[src/rtl/seq_detect_scheduler.sv]
// Round-robin shared non-overlapping pattern detector for NREQ serial lanes.
// Optional idle-timeout abort in RUN is enabled by defining SEQ_TIMEOUT_EN.
module seq_detect_scheduler #(
    parameter int unsigned      NREQ      = 4,
    parameter int unsigned      PAT_W     = 4,
    parameter logic [PAT_W-1:0] PAT_RST   = 4'b1101,
    parameter int unsigned      FRAME_LEN = 16,
    parameter int unsigned      CNT_W     = 5,
    parameter int unsigned      TIMEOUT   = 32
) (
    input  logic                    clk,
    input  logic                    reset,
    input  logic                    cfg_we,
    input  logic [PAT_W-1:0]        cfg_pattern,
    input  logic [NREQ-1:0]         req,
    input  logic [NREQ-1:0]         bit_in,
    input  logic [NREQ-1:0]         bit_valid,
    output logic [NREQ-1:0]         grant,
    output logic                    busy,
    output logic                    done,
    output logic [$clog2(NREQ)-1:0] done_id,
    output logic [CNT_W-1:0]        match_count,
    output logic                    abort
);

    localparam int unsigned IdW   = $clog2(NREQ);
    localparam int unsigned FillW = $clog2(PAT_W + 1);
    localparam int unsigned BcntW = $clog2(FRAME_LEN + 1);

    typedef enum logic [1:0] {StIdle, StRun, StReport} state_e;

    state_e             state_q, state_d;
    logic [PAT_W-1:0]   pattern_q, pattern_d;
    logic [PAT_W-1:0]   window_q, window_d;
    logic [FillW-1:0]   fill_q, fill_d;
    logic [BcntW-1:0]   bit_cnt_q, bit_cnt_d;
    logic [CNT_W-1:0]   cur_cnt_q, cur_cnt_d;
    logic [CNT_W-1:0]   match_count_q, match_count_d;
    logic [IdW-1:0]     rr_ptr_q, rr_ptr_d;
    logic [IdW-1:0]     gid_q, gid_d;
    logic [IdW-1:0]     done_id_q, done_id_d;
    logic               done_q, done_d;
    logic               abort_q, abort_d;

    logic [IdW-1:0]     pick;
    logic [IdW-1:0]     next_gid;
    logic [PAT_W-1:0]   win_next;
    logic               abort_now;

`ifdef SEQ_TIMEOUT_EN
    localparam int unsigned IdleW = $clog2(TIMEOUT + 1);
    logic [IdleW-1:0] idle_cnt_q, idle_cnt_d;
`else
    logic unused_timeout;
    assign unused_timeout = |TIMEOUT;
`endif

    // First requester at or after rr_ptr, wrapping around.
    always_comb begin
        logic           found;
        logic [IdW-1:0] idx;
        found = 1'b0;
        pick  = '0;
        idx   = '0;
        for (int unsigned k = 0; k < NREQ; k++) begin
            idx = IdW'((32'(rr_ptr_q) + k) % NREQ);
            if (!found && req[idx]) begin
                found = 1'b1;
                pick  = idx;
            end
        end
    end

    assign next_gid = (gid_q == IdW'(NREQ - 1)) ? '0 : gid_q + 1'b1;
    assign win_next = {window_q[PAT_W-2:0], bit_in[gid_q]};

`ifdef SEQ_TIMEOUT_EN
    assign abort_now = !req[gid_q] ||
                       (!bit_valid[gid_q] && idle_cnt_q == IdleW'(TIMEOUT - 1));
`else
    assign abort_now = !req[gid_q];
`endif

    always_comb begin
        state_d       = state_q;
        pattern_d     = pattern_q;
        window_d      = window_q;
        fill_d        = fill_q;
        bit_cnt_d     = bit_cnt_q;
        cur_cnt_d     = cur_cnt_q;
        match_count_d = match_count_q;
        rr_ptr_d      = rr_ptr_q;
        gid_d         = gid_q;
        done_id_d     = done_id_q;
        done_d        = 1'b0;
        abort_d       = 1'b0;
`ifdef SEQ_TIMEOUT_EN
        idle_cnt_d    = idle_cnt_q;
`endif
        case (state_q)
            StIdle: begin
                if (cfg_we) pattern_d = cfg_pattern;
                window_d  = '0;
                fill_d    = '0;
                bit_cnt_d = '0;
                cur_cnt_d = '0;
`ifdef SEQ_TIMEOUT_EN
                idle_cnt_d = '0;
`endif
                if (|req) begin
                    gid_d   = pick;
                    state_d = StRun;
                end
            end
            StRun: begin
                if (abort_now) begin
                    abort_d   = 1'b1;
                    done_id_d = gid_q;
                    rr_ptr_d  = next_gid;
                    state_d   = StIdle;
                end else if (bit_valid[gid_q]) begin
                    window_d  = win_next;
                    bit_cnt_d = bit_cnt_q + 1'b1;
`ifdef SEQ_TIMEOUT_EN
                    idle_cnt_d = '0;
`endif
                    // Window is full once this bit lands; a hit restarts the fill.
                    if (fill_q >= FillW'(PAT_W - 1) && win_next == pattern_q) begin
                        fill_d = '0;
                        if (cur_cnt_q != '1) cur_cnt_d = cur_cnt_q + 1'b1;
                    end else if (fill_q != FillW'(PAT_W)) begin
                        fill_d = fill_q + 1'b1;
                    end
                    if (bit_cnt_q == BcntW'(FRAME_LEN - 1)) begin
                        state_d       = StReport;
                        done_d        = 1'b1;
                        done_id_d     = gid_q;
                        match_count_d = cur_cnt_d;
                    end
                end
`ifdef SEQ_TIMEOUT_EN
                else begin
                    idle_cnt_d = idle_cnt_q + 1'b1;
                end
`endif
            end
            StReport: begin
                rr_ptr_d = next_gid;
                state_d  = StIdle;
            end
            default: state_d = StIdle;
        endcase
    end

    always_ff @(posedge clk or negedge reset) begin
        if (!reset) begin
            state_q       <= StIdle;
            pattern_q     <= PAT_RST;
            window_q      <= '0;
            fill_q        <= '0;
            bit_cnt_q     <= '0;
            cur_cnt_q     <= '0;
            match_count_q <= '0;
            rr_ptr_q      <= '0;
            gid_q         <= '0;
            done_id_q     <= '0;
            done_q        <= 1'b0;
            abort_q       <= 1'b0;
`ifdef SEQ_TIMEOUT_EN
            idle_cnt_q    <= '0;
`endif
        end else begin
            state_q       <= state_d;
            pattern_q     <= pattern_d;
            window_q      <= window_d;
            fill_q        <= fill_d;
            bit_cnt_q     <= bit_cnt_d;
            cur_cnt_q     <= cur_cnt_d;
            match_count_q <= match_count_d;
            rr_ptr_q      <= rr_ptr_d;
            gid_q         <= gid_d;
            done_id_q     <= done_id_d;
            done_q        <= done_d;
            abort_q       <= abort_d;
`ifdef SEQ_TIMEOUT_EN
            idle_cnt_q    <= idle_cnt_d;
`endif
        end
    end

    always_comb begin
        grant = '0;
        if (state_q == StRun) grant[gid_q] = 1'b1;
    end

    assign busy        = (state_q != StIdle);
    assign done        = done_q;
    assign abort       = abort_q;
    assign done_id     = done_id_q;
    assign match_count = match_count_q;

endmodule
[config.mk]
export PLATFORM = sky130hd
export DESIGN_NAME = seq_detect_scheduler
export DESIGN_NICKNAME = d
export VERILOG_FILES = /design/src/rtl/seq_detect_scheduler.sv
export SDC_FILE = /design/constraint.sdc
export NUM_CORES = 1
export LEC_CHECK = 0
export ABC_AREA = 1
export CORE_AREA = 2 2 70 72
export DETAILED_ROUTE_END_ITERATION = 16
export DIE_AREA = 0 0 72 74
export PLACE_DENSITY = 0.77
export SLEW_MARGIN = 0
export SYNTH_ARGS = -nofsm -noshare
export SYNTH_HDL_FRONTEND = slang
export SYNTH_SLANG_ARGS = --single-unit
[constraint.sdc]
create_clock -name clk -period 1.92 [get_ports clk]
set_clock_uncertainty 0.15 [all_clocks]
set_input_delay 0.192 -clock clk [delete_from_list [all_inputs] [get_ports clk]]
set_output_delay 0.192 -clock clk [all_outputs]
set_load 0.05 [all_outputs]
==> results.sh, run 1 <==
export IMPL_status="completed"
export IMPL_gp_congestion=0.810
export IMPL_crit_path_start_kind="register"
export IMPL_cts_sinks=35
export IMPL_clk_latency_ns=0.30
export IMPL_tightest_slew_ns=0.495
export IMPL_avgSynthCellArea_sq_um=7.52
export IMPL_postSynthCellCount=280
export IMPL_path_clk_slew_ns=0.07
export IMPL_cts_buffers_inserted=5
export IMPL_dieArea_sq_um=5330
export IMPL_wire_per_inst_microns=12.0
export IMPL_viasPerCell=4.88
export IMPL_place_hpwl_microns=3270
export IMPL_synth_cell_type_count=34
export IMPL_grt_pass1_wl_microns=7420
export IMPL_synthArstFlopShare=1.00
export IMPL_vias=1875
export IMPL_worst_hold_slack_ns=0.151
export IMPL_synth_edf_count=0
export IMPL_slew_violations=0
export IMPL_wl_microns=4600
export IMPL_grt_pass1_vias=1704
export IMPL_antenna_left=0
export IMPL_h_tree_depth=2
export IMPL_fin_crit_sh=0.966
export IMPL_antenna_found_initial=0
export IMPL_power_uw=3780
export IMPL_arrival_ns=1.90
export IMPL_finalHoldViolCount=0
export IMPL_area_growth_pct=31.0
export IMPL_worst_setup_path_type="register to register"
export IMPL_slew_headroom=0.669
export IMPL_cts_tree="yes"
export IMPL_dpl_instance_area_sq_um=2550
export IMPL_ir_worst_vdd_mv=0.795
export IMPL_ctsHoldBuffers=0
export IMPL_finalNonFillerCells=384
export IMPL_drt_iter0_drc=91
export IMPL_fp_dieH_microns=74
export IMPL_root_buffer="clkbuf_8"
export IMPL_min_path_type="input port to asynchronous set/reset pin"
export IMPL_nets=358
export IMPL_diodes=0
export IMPL_final_min_clock_period_ns=1.85
export IMPL_drc_errors=0
export IMPL_dr_pass1_iters=4
export IMPL_setup_worst_path_end_class="register"
export IMPL_synth_top_flop_cell="dfrtp_1"
export IMPL_worst_ep_required_time_ns=1.97
export IMPL_yosysWarnings=0
export IMPL_fin_area_sq_um=2760
export IMPL_clk_path_buf_depth=2
export IMPL_row_count=25
export IMPL_yosysSeqAreaShare=0.418
export IMPL_syn_area_sq_um=2100
export IMPL_start_util=0.458
export IMPL_fill_cells=395
export IMPL_ys_ff_latch=35
export IMPL_die_x_microns=72
export IMPL_synthesis_nets=309
export IMPL_pin_count=33
export IMPL_p_leak_uw=0.00141
export IMPL_clock_fmax_mhz=539
export IMPL_grt_max_degree=36
export IMPL_coreArea_sq_um=4600
export IMPL_track_usage=0.181
export IMPL_power_density_nw_per_um2=1370
export IMPL_drv_cap=0
export IMPL_io_buffers=32
export IMPL_place_inst=370
export IMPL_overflow=0
export IMPL_finalSetupViolCount=0
export IMPL_cp_max_fo=6
export IMPL_fin_util=0.600
export IMPL_drive_gt1_frac=0.188
-- path summary, 6_finish.rpt --
kind | startpoint | depth (start not counted) | slack [ns] | endpoint
max | fill_q[1]$_DFFE_PN0P_ | 12 | 0.07 | cur_cnt_q[2]$_DFFE_PN0P_
min | reset | 2 | 0.15 | match_count[1]$_DFFE_PN0P_
max reg2reg | fill_q[1]$_DFFE_PN0P_ | 12 | 0.07 | cur_cnt_q[2]$_DFFE_PN0P_
min reg2reg | match_count[1]$_DFFE_PN0P_ | 2 | 0.33 | match_count[1]$_DFFE_PN0P_
max in group asynchronous | reset | 2 | 1.13 | pattern_q[0]$_DFFE_PN1P_
min in group clk | cfg_pattern[3] | 3 | 0.29 | pattern_q[3]$_DFFE_PN1P_
-- critical path: stages (launching register included) --
cell and delay [ns]:
dfrtp_1 0.36, ha_2 0.20, ha_4 0.12, nor2_1 0.03
nand2_1 0.11, nand3_2 0.10, nor2_4 0.14, nand3_4 0.14
buf_6 0.15, nand2_1 0.07, o21ai_2 0.07, nand2_1 0.06
nand2_1 0.04
-- area by class of cell --
type,count,area [sq um],share of cell area
Sequential cell,35,881,0.319
Clock inverter,1,5.00,0.00181
Inverter,41,164,0.0594
Timing Repair Buffer,45,463,0.168
Multi-Input combinational cell,201,1100,0.399
Clock buffer,7,76.3,0.0277
Tap cell,54,67.6,0.0245
-- state kept, by name, summed over array words and instances, names as in the netlist --
register     cells
done_id          2
match_count      5
rr_ptr_q         2
state_q          2
fill_q           3
bit_cnt_q        5
pattern_q        4
cur_cnt_q        5
abort            1
gid_q            2
window_q         3
done             1
-- kinds of logic after synthesis --
logic type	count (synthesis)	share of synthesized area
AND/OR/NAND/NOR	152	0.303
adder cells (fa/ha/maj)	10	0.0595
buffers and inverters	45	0.0945
multiplexers	3	0.0161
AO/OA/AOI/OAI	29	0.0844
XOR/XNOR	6	0.0250
flip-flops	35	0.418
-- report_power, final --
| group | total [uW] | internal [uW] | switching (uW) |
|---|---|---|---|
| clock network | 518 | 254 | 264 |
| registers | 1110 | 951 | 162 |
| logic | 2150 | 814 | 1330 |
-- placed cells by master, fill, tap and decap left out, types with 2 or more instances in the layout --
cell,Yosys,layout
nand3_2,1,2
inv_2,3,3
xor2_1,2,2
dfstp_2,3,3
o21ai_0,7,6
o21ai_1,8,5
o21ai_2,2,6
nand2_2,3,6
a21oi_1,4,4
nor2_2,1,4
inv_1,36,36
o22ai_2,2,2
clkdlybuf4s50_1,0,27
o22ai_1,3,3
xnor2_1,4,4
nor2_1,18,14
buf_6,2,2
buf_12,0,4
nand2_1,105,102
nor2_4,1,2
clkbuf_1,0,2
ha_1,10,8
mux2_2,3,3
dfrtp_1,32,31
nand3_1,18,17
clkbuf_8,0,5
buf_4,1,12
-- Yosys cell counts, types with 4 or more instances --
| cell type | count | area [sq um] |
|---|---|---|
| o21ai_0 | 7 | 35.0 |
| o21ai_1 | 8 | 40.0 |
| ha_1 | 10 | 125 |
| a21oi_1 | 4 | 20.0 |
| nand2_1 | 105 | 394 |
| dfrtp_1 | 32 | 801 |
| nand3_1 | 18 | 90.1 |
| inv_1 | 36 | 135 |
| nor2_1 | 18 | 67.6 |
| xnor2_1 | 4 | 35.0 |
-- timing repair --
item	4_1_cts	5_1_grt
cloned	0	1
resized for setup	4	17
pin swaps	0	7
setup endpoints to repair	5	17
buffers inserted	0	5
-- metal layers --
metal  part of all wire  GRT usage
met1               0.46      0.228
met2               0.48      0.306
met3              0.039     0.0339
met4              0.019     0.0818
met5                  0          0
-- stage by stage --
step           setup slack, ns  TNS (ns)
6_report                0.0650         0
5_1_grt                -0.0666    -0.348
4_1_cts                 0.0224         0
3_5_place_dp           -0.0267   -0.0978
3_3_place_gp          -0.00996   -0.0104
2_1_floorplan            0.158         0
No activity file was read; power rests on OpenSTA's default activity.
==> run 2: changes to the inputs <==
Settings changed: CORE_AREA 2 2 70 72 to 2 2 68 70, DIE_AREA 0 0 72 74 to 0 0 70 72, PLACE_DENSITY 0.77 to 0.81, SKIP_LAST_GASP set to 1.
==> results.sh, run 2 (synthesis gave the netlist of run 1 again) <==
export IMPL_status="completed"
export IMPL_power_uw=3710
export IMPL_clk_path_buf_depth=2
export IMPL_crit_family="buffers and inverters"
export IMPL_dieArea_sq_um=5040
export IMPL_antenna_left=0
export IMPL_viasPerCell=4.94
export IMPL_slew_headroom=0.663
export IMPL_fp_dieH_microns=72
export IMPL_ctsHoldBuffers=0
export IMPL_slowest_stage="clkdlybuf4s50_1"
export IMPL_cpPeakStageDelay_ns=0.80
export IMPL_layout_common_cells="105 x nand2_1, 36 x inv_1, 31 x dfrtp_1"
export IMPL_worst_setup_path_type="register to output port"
export IMPL_regToRegSetupSlack_ns=0.14
export IMPL_h_tree_depth=2
export IMPL_io_buffers=32
export IMPL_finalHoldViolCount=0
export IMPL_crit_buf_inv=1
export IMPL_grt_max_degree=36
export IMPL_layout_commonest_cell="nand2_1"
export IMPL_coreArea_sq_um=4260
export IMPL_fin_crit_sh=0.934
export IMPL_rsz0062_at_grt="yes"
export IMPL_place_hpwl_microns=3320
export IMPL_grt_pass1_vias=1801
export IMPL_p_leak_uw=0.00139
export IMPL_wl_microns=4430
export IMPL_power_density_nw_per_um2=1370
export IMPL_gp_congestion=0.815
export IMPL_drv_cap=0
export IMPL_pin_count=33
export IMPL_cts_buffers_inserted=5
export IMPL_final_min_clock_period_ns=1.79
export IMPL_drive_gt1_frac=0.159
export IMPL_finalSetupViolCount=0
export IMPL_grt_pass1_wl_microns=7640
export IMPL_finalSetupTns_ns=0
export IMPL_path_clk_slew_ns=0.07
export IMPL_track_usage=0.190
export IMPL_vias=1877
export IMPL_root_buffer="clkbuf_8"
export IMPL_worstPathCellList="clkdlybuf4s50_1"
export IMPL_diodes=0
export IMPL_wire_per_inst_microns=11.7
export IMPL_arrival_ns=1.45
export IMPL_nets=356
export IMPL_start_util=0.494
export IMPL_crit_path_start_kind="register"
export IMPL_die_x_microns=70
export IMPL_clock_fmax_mhz=558
export IMPL_clk_latency_ns=0.29
export IMPL_tightest_slew_ns=0.504
export IMPL_slew_violations=0
export IMPL_cp_max_fo=2
export IMPL_dr_pass1_iters=4
export IMPL_min_path_type="input port to asynchronous set/reset pin"
export IMPL_drt_iter0_drc=96
export IMPL_row_count=24
export IMPL_overflow=0
export IMPL_worst_hold_slack_ns=0.162
export IMPL_cts_sinks=35
export IMPL_drc_errors=0
export IMPL_worst_ep_required_time_ns=1.58
export IMPL_antenna_found_initial=0
export IMPL_ir_worst_vdd_mv=0.842
export IMPL_cts_tree="yes"
export IMPL_setup_worst_path_end_class="output port"
export IMPL_area_growth_pct=28.6
## run 2: repair_timing
action,in CTS,in global routing
endpoints found under the setup margin,1,24
cloned,0,1
gates resized for setup,1,8
buffers inserted,0,2
## run 2: final timing paths
| kind | to | startpoint | depth (start not counted) |
|---|---|---|---|
| max | match_count[3] | match_count[3]$_DFFE_PN0P_ | 1 |
| min | match_count[3]$_DFFE_PN0P_ | reset | 2 |
| max reg2reg | fill_q[0]$_DFFE_PN0P_ | fill_q[0]$_DFFE_PN0P_ | 12 |
| min reg2reg | match_count[1]$_DFFE_PN0P_ | match_count[1]$_DFFE_PN0P_ | 2 |
| max in group asynchronous | pattern_q[0]$_DFFE_PN1P_ | reset | 2 |
| min in group clk | pattern_q[3]$_DFFE_PN1P_ | cfg_pattern[3] | 3 |
## run 2: metal layers
layer	vias up	routed length, microns	track usage
li1	972	-	-
met1	871	2000	0.240
met2	30	2260	0.321
met3	4	127	0.0333
met4	0	46	0.0897
met5	-	0	0
## run 2: through the flow
step                 util  area, sq um  worst slack (ns)  instances
floorplan               -         2100             0.158        280
global placement    0.600         2560            0.0186        369
detailed placement  0.600         2560           -0.0153        369
CTS                 0.622         2650           0.00404        377
global route        0.635         2710           -0.0224        380
finish              0.635         2710             0.127        380
## run 2: final cells by class
class                   instances  area, sq um
clock buffers                   7         86.3
fillers                       353         1560
clock inverters                 1         5.00
inverters                      41          164
well taps                      52         65.1
multi-input cells             201         1060
flip-flops and latches         35          881
repair buffers                 43          440
## run 2: worst register-to-register path: cells and delay by family, from the launching register on
family	cells	cell delay (ns)
AND/OR/NAND/NOR	10	0.76
flip-flops	1	0.38
adder cells (fa/ha/maj)	2	0.38
## run 2: where the power goes
group | switching, uW | total, uW | internal (uW)
Clock | 254 | 543 | 289
Combinational | 1280 | 2040 | 760
Sequential | 170 | 1120 | 951
Total | 1710 | 3710 | 2000
